### src/rtl/float_to_int_arbiter.sv
// Round-robin arbiter sharing one float-to-int (truncating) converter among N_REQ AXI-Stream requesters.
// Optional define FTOI_SATURATE_EN: NaN -> 0, out-of-range/Inf saturate to INT32 limits.
module float_to_int_arbiter #(
    parameter int unsigned N_REQ = 4,
    parameter int unsigned ID_W  = 2,
    parameter int unsigned CNT_W = 16
) (
    input  logic                 aclk,
    input  logic                 aresetn,
    input  logic [N_REQ*32-1:0]  s_axis_tdata,
    input  logic [N_REQ-1:0]     s_axis_tvalid,
    output logic [N_REQ-1:0]     s_axis_tready,
    output logic [31:0]          m_axis_tdata,
    output logic [ID_W-1:0]      m_axis_tid,
    output logic                 m_axis_tvalid,
    input  logic                 m_axis_tready,
    output logic                 busy,
    output logic [CNT_W-1:0]     done_count
);

    localparam int unsigned IDX_W = (N_REQ > 1) ? $clog2(N_REQ) : 1;

    typedef enum logic [1:0] {IDLE, CONV, OUT} state_t;

    state_t           state;
    logic [IDX_W-1:0] rr_ptr;
    logic [IDX_W-1:0] grant_idx;
    logic [IDX_W-1:0] winner;
    logic             any_valid;
    logic [31:0]      sel_data;
    logic [31:0]      float_q;
    logic [31:0]      conv_result;

    // First valid requester at or after rr_ptr, searching cyclically
    always_comb begin
        int unsigned idx;
        idx       = 0;
        winner    = '0;
        any_valid = 1'b0;
        sel_data  = '0;
        for (int unsigned k = 0; k < N_REQ; k++) begin
            idx = (32'(rr_ptr) + k) % N_REQ;
            if (!any_valid && s_axis_tvalid[idx]) begin
                any_valid = 1'b1;
                winner    = IDX_W'(idx);
                sel_data  = s_axis_tdata[32*idx +: 32];
            end
        end
    end

    always_comb begin
        s_axis_tready = '0;
        for (int unsigned k = 0; k < N_REQ; k++) begin
            s_axis_tready[k] = aresetn && (state == IDLE) && any_valid && (winner == IDX_W'(k));
        end
    end

    // Truncating conversion of the latched float
    always_comb begin
        logic [7:0]  exp_f;
        logic [7:0]  lsh;
        logic [7:0]  rsh;
        logic [31:0] base;
        logic [31:0] mag;
        exp_f = float_q[30:23];
        base  = {8'd0, 1'b1, float_q[22:0]};
        lsh   = exp_f - 8'd150;
        rsh   = 8'd150 - exp_f;
        mag   = '0;
        if (exp_f >= 8'd150) begin
            mag = (lsh >= 8'd32) ? 32'd0 : (base << lsh[4:0]);
        end else if (exp_f >= 8'd127) begin
            mag = base >> rsh[4:0];
        end
        conv_result = float_q[31] ? (32'd0 - mag) : mag;
`ifdef FTOI_SATURATE_EN
        if (exp_f == 8'hFF && float_q[22:0] != 23'd0) begin
            conv_result = '0;
        end else if (exp_f >= 8'd158) begin
            conv_result = float_q[31] ? 32'h8000_0000 : 32'h7FFF_FFFF;
        end
`endif
    end

    always_ff @(posedge aclk or negedge aresetn) begin
        if (!aresetn) begin
            state         <= IDLE;
            rr_ptr        <= '0;
            grant_idx     <= '0;
            float_q       <= '0;
            m_axis_tdata  <= '0;
            m_axis_tid    <= '0;
            m_axis_tvalid <= 1'b0;
            busy          <= 1'b0;
            done_count    <= '0;
        end else begin
            case (state)
                IDLE: begin
                    if (any_valid) begin
                        float_q   <= sel_data;
                        grant_idx <= winner;
                        busy      <= 1'b1;
                        state     <= CONV;
                    end
                end
                CONV: begin
                    m_axis_tdata  <= conv_result;
                    m_axis_tid    <= ID_W'(grant_idx);
                    m_axis_tvalid <= 1'b1;
                    state         <= OUT;
                end
                OUT: begin
                    if (m_axis_tready) begin
                        m_axis_tvalid <= 1'b0;
                        rr_ptr        <= (grant_idx == IDX_W'(N_REQ - 1)) ? '0 : IDX_W'(grant_idx + 1'b1);
                        done_count    <= done_count + 1'b1;
                        busy          <= 1'b0;
                        state         <= IDLE;
                    end
                end
                default: begin
                    busy  <= 1'b0;
                    state <= IDLE;
                end
            endcase
        end
    end

endmodule

### config.mk
export PLATFORM = sky130hd
export DESIGN_NAME = float_to_int_arbiter
export DESIGN_NICKNAME = d
export VERILOG_FILES = /design/src/rtl/float_to_int_arbiter.sv
export SDC_FILE = /design/constraint.sdc
export NUM_CORES = 1
export LEC_CHECK = 0
export CAP_MARGIN = 25
export CORE_MARGIN = 1.5
export CORE_UTILIZATION = 45
export DETAILED_ROUTE_END_ITERATION = 10
export GPL_ROUTABILITY_DRIVEN = 0
export HOLD_SLACK_MARGIN = 0.08
export PLACE_DENSITY = 0.7
export SLEW_MARGIN = 5
export SYNTH_ARGS = -nofsm -noshare
export SYNTH_HDL_FRONTEND = slang
export SYNTH_SLANG_ARGS = --single-unit
export TNS_END_PERCENT = 50
### constraint.sdc
create_clock -name aclk -period 4.8 [get_ports aclk]
set_clock_uncertainty 0.15 [all_clocks]
set_input_delay 0.72 -clock aclk [delete_from_list [all_inputs] [get_ports aclk]]
set_output_delay 0.72 -clock aclk [all_outputs]
set_load 0.03 [all_outputs]
==> flow_summary_export.csv <==
group,metric,value,unit
setup_path,cp.required,4.87,ns
power,powerDensity,879,nW/um^2
clock_tree,clk_pin_slew,0.08,ns
clock_tree,clock_latency,0.36,ns
grt,grt_pass1_wl,61000,um
logic_synthesis,ys_seq_area_frac,0.188,
power,switching_share,0.534,
logic_synthesis,synth_edf_count,0,
place,port-buffer-count,190,
grt,grt_util_all_layers,0.267,
clock_tree,cts_max_level,3,
setup_path,critPathKind,"register to register",
logic_synthesis,netlist_top_cells_count,"nand2_1, mux4_2, mux2i_1",
floorplanning,fp-row-count,59,
hold_path,hp-class,"input port to asynchronous set/reset pin",
final_layout,syn2layout_area_growth,20.7,%
setup_path,crit_buf_inv,2,
setup_path,critPathMaxFanout,17,
sta,period_minus_slack,4.47,ns
logic_synthesis,yosysTopAreaCellShare,0.220,
sta,setup_viol,0,
floorplanning,core-area,26100,sq um
floorplanning,start_util,0.459,
grt,overflow,0,
clock_tree,cts_buffers,9,
setup_path,slowest_delay,0.58,ns
logic_synthesis,synthCells,1309,
final_layout,nets,1564,
sta,hold_viol,0,
logic_synthesis,synthDistinctLibCells,90,
power,internal-power,0.00592,W
clock_tree,clk_path_buf_depth,2,
logic_synthesis,async_flop_share,1.00,
route,postRouteAntennaNets,0,
place,pre_cts_ws,0.330,ns
clock_tree,tritoncts,"yes",
logic_synthesis,ys_ff_latch,90,
setup_path,crit_arrival,4.54,ns
sta,layout_setup_ws,0.329,ns
setup_path,critPathLaunchType,"register",
power,ir_drop,0.421,mV
outcome,status,"finished clean",
power,p_leak,5.38,nW
power,p_seq_frac,0.134,
grt,antenna_found_initial,0,
sta,setup_tns,0,ns
power,switchingPower,0.00677,W
floorplanning,die_w,166,um
setup_path,endpoint_kind,"register",
sta,relSlewSlack,0.262,
run,drv_cap,0,
place,dpl.hpwl,27900,um
route,wire_per_inst,21.2,um
final_layout,postLayoutCellArea,14400,sq um
route,viasPerCell,6.79,
route,initialDrtViolationCount,1339,
logic_synthesis,synth_area_leaders,"mux4_2, dfrtp_1, mux2i_1",
grt,grt_pass1_vias,11200,
logic_synthesis,yosysWarnings,0,
setup_path,critPathSlowestCell,"mux4_2",
clock_tree,cts.sinks,90,
route,num_vias,12000,
clock_tree,hold_buffers,0,
setup_path,worst_r2r_path_depth,15,
sta,hold_ws,0.191,ns
sta,rsz0062_at_grt,"no",
logic_synthesis,synth_most_common_cell,"nand2_1",
sta,tightest_slew,1.10,ns
final_layout,drive_above_1_share,0.177,
sta,slew_violations,0,
route,first_pass_iters,6,
clock_tree,root_buffer,"clkbuf_16",
setup_path,r2r_slack,0.33,ns
logic_synthesis,synth.largest_area_cell,"mux4_2",
setup_path,r2r_end,"m_axis_tdata[22]$_DFFE_PN0P_",
logic_synthesis,synth.net_count,1451,
sta,clock.fmax,224,MHz
route,routed_wl,37300,um
sta,fin_crit_sh,0.931,
final_layout,post-route-util,0.554,
place,place_area,14100,sq um
floorplanning,dieArea,27600,sq um
floorplanning,io_pins,191,
logic_synthesis,syn_area,12000,sq um
logic_synthesis,synth_ff_type,"dfrtp_1",
power,power_frac_clock,0.058,
grt,grt_max_degree,82,
logic_synthesis,syn_avg_cell_area,9.14,sq um
route,route.detailed.drc,0,
power,power_frac_comb,0.809,
setup_path,crit_chain,"ha_1 > buf_4 > mux4_2 > nand3_1 > a31oi_1 > nor3_2 > ha_1 > inv_1 > a41oi_1 > o221ai_1 > nor3_2 > nand4_2 > o41ai_1 > xor2_1 > o21ai_1",
setup_path,reg2reg_from,"float_q[24]$_DFFE_PN0P_",
setup_path,critical_path.top_delay_family,"compound AO/OA/AOI/OAI gates",
floorplanning,die_y,166,um
final_layout,diodes,0,
flip-flops by register name, indices dropped and copies added, names as in the netlist:
register / flops
busy: 1
done_count: 16
float_q: 32
grant_idx: 2
m_axis_tdata: 32
m_axis_tid: 2
m_axis_tvalid: 1
rr_ptr: 2
state: 2
worst register-to-register path, stage by stage, from the launching register on:
cell	delay, ns
dfrtp_2	0.49
ha_1	0.49
buf_4	0.32
mux4_2	0.58
nand3_1	0.12
a31oi_1	0.12
nor3_2	0.18
ha_1	0.18
inv_1	0.06
a41oi_1	0.17
o221ai_1	0.18
nor3_2	0.22
nand4_2	0.31
o41ai_1	0.50
xor2_1	0.19
o21ai_1	0.07
per-stage QoR:
step                power, W  instances
detailed placement    0.0117       1743
global route          0.0135       1762
CTS                   0.0124       1759
floorplan            0.00914       1309
global placement      0.0115       1743
finish                0.0127       1762
repair_timing:
item | 4_1_cts | 5_1_grt
setup buffers | 0 | 1
gates resized for setup | 0 | 2
setup endpoints to repair | 0 | 6
worst max-delay path by stage:
stage                                 start  depth (start not counted)  slack, ns                            to
floorplan           float_q[23]$_DFFE_PN0P_                         21       0.02  m_axis_tdata[20]$_DFFE_PN0P_
global placement    float_q[24]$_DFFE_PN0P_                         15       0.45  m_axis_tdata[22]$_DFFE_PN0P_
detailed placement  float_q[24]$_DFFE_PN0P_                         15       0.33  m_axis_tdata[20]$_DFFE_PN0P_
CTS                 float_q[24]$_DFFE_PN0P_                         15       0.28  m_axis_tdata[20]$_DFFE_PN0P_
global route        float_q[24]$_DFFE_PN0P_                         16       0.05  m_axis_tdata[28]$_DFFE_PN0P_
finish              float_q[24]$_DFFE_PN0P_                         15       0.33  m_axis_tdata[22]$_DFFE_PN0P_
routing by layer:
| layer | global-route usage | share of wire |
|---|---|---|
| met1 | 0.384 | 0.43 |
| met2 | 0.397 | 0.44 |
| met3 | 0.0562 | 0.099 |
| met4 | 0.0956 | 0.036 |
| met5 | 0 | 0 |
cells in the final DEF, fill, tap and decap left out, types with 8 or more instances in the layout:
master	instances
nand2_1	149
nand2b_1	42
o31ai_1	10
or2_2	8
o21ai_1	13
nor2b_1	12
buf_4	50
clkdlybuf4s50_1	189
o211ai_1	10
inv_1	12
nand4_1	12
o22ai_1	39
mux2_2	24
o21ai_0	68
xor2_1	13
a21oi_1	22
a31oi_1	9
mux2i_1	107
dfrtp_1	86
and3_1	13
a22oi_1	10
nor2_1	94
o221ai_1	32
nor3_1	16
mux4_2	117
xnor2_1	28
nand3_1	43
a41oi_1	32
clkbuf_16	9
power by group through the flow:
stage / Combinational (W) / Sequential [W] / Clock (W)
2_1_floorplan: 0.00763 / 0.00152 / 0
3_3_place_gp: 0.00981 / 0.00167 / 0
3_5_place_dp: 0.00996 / 0.00170 / 0
4_1_cts: 0.0100 / 0.00168 / 0.000750
5_1_grt: 0.0110 / 0.00175 / 0.000784
6_report: 0.0103 / 0.00170 / 0.000731
logic make-up after synthesis:
| group | Yosys count | share of synthesized area |
|---|---|---|
| flip-flops | 90 | 0.188 |
| adder cells (fa/ha/maj) | 7 | 0.00732 |
| XOR/XNOR | 43 | 0.0327 |
| AO/OA/AOI/OAI | 340 | 0.206 |
| buffers and inverters | 154 | 0.0564 |
| AND/OR/NAND/NOR | 422 | 0.171 |
| multiplexers | 253 | 0.338 |
layout make-up:
class	count	area, sq um
repair buffers	242	2320
inverters	14	52.6
clock buffers	9	225
clock inverters	7	81.3
multi-input cells	1065	9070
well taps	335	419
flip-flops and latches	90	2260
fillers	2348	11600
No activity file was read; power rests on OpenSTA's default activity.
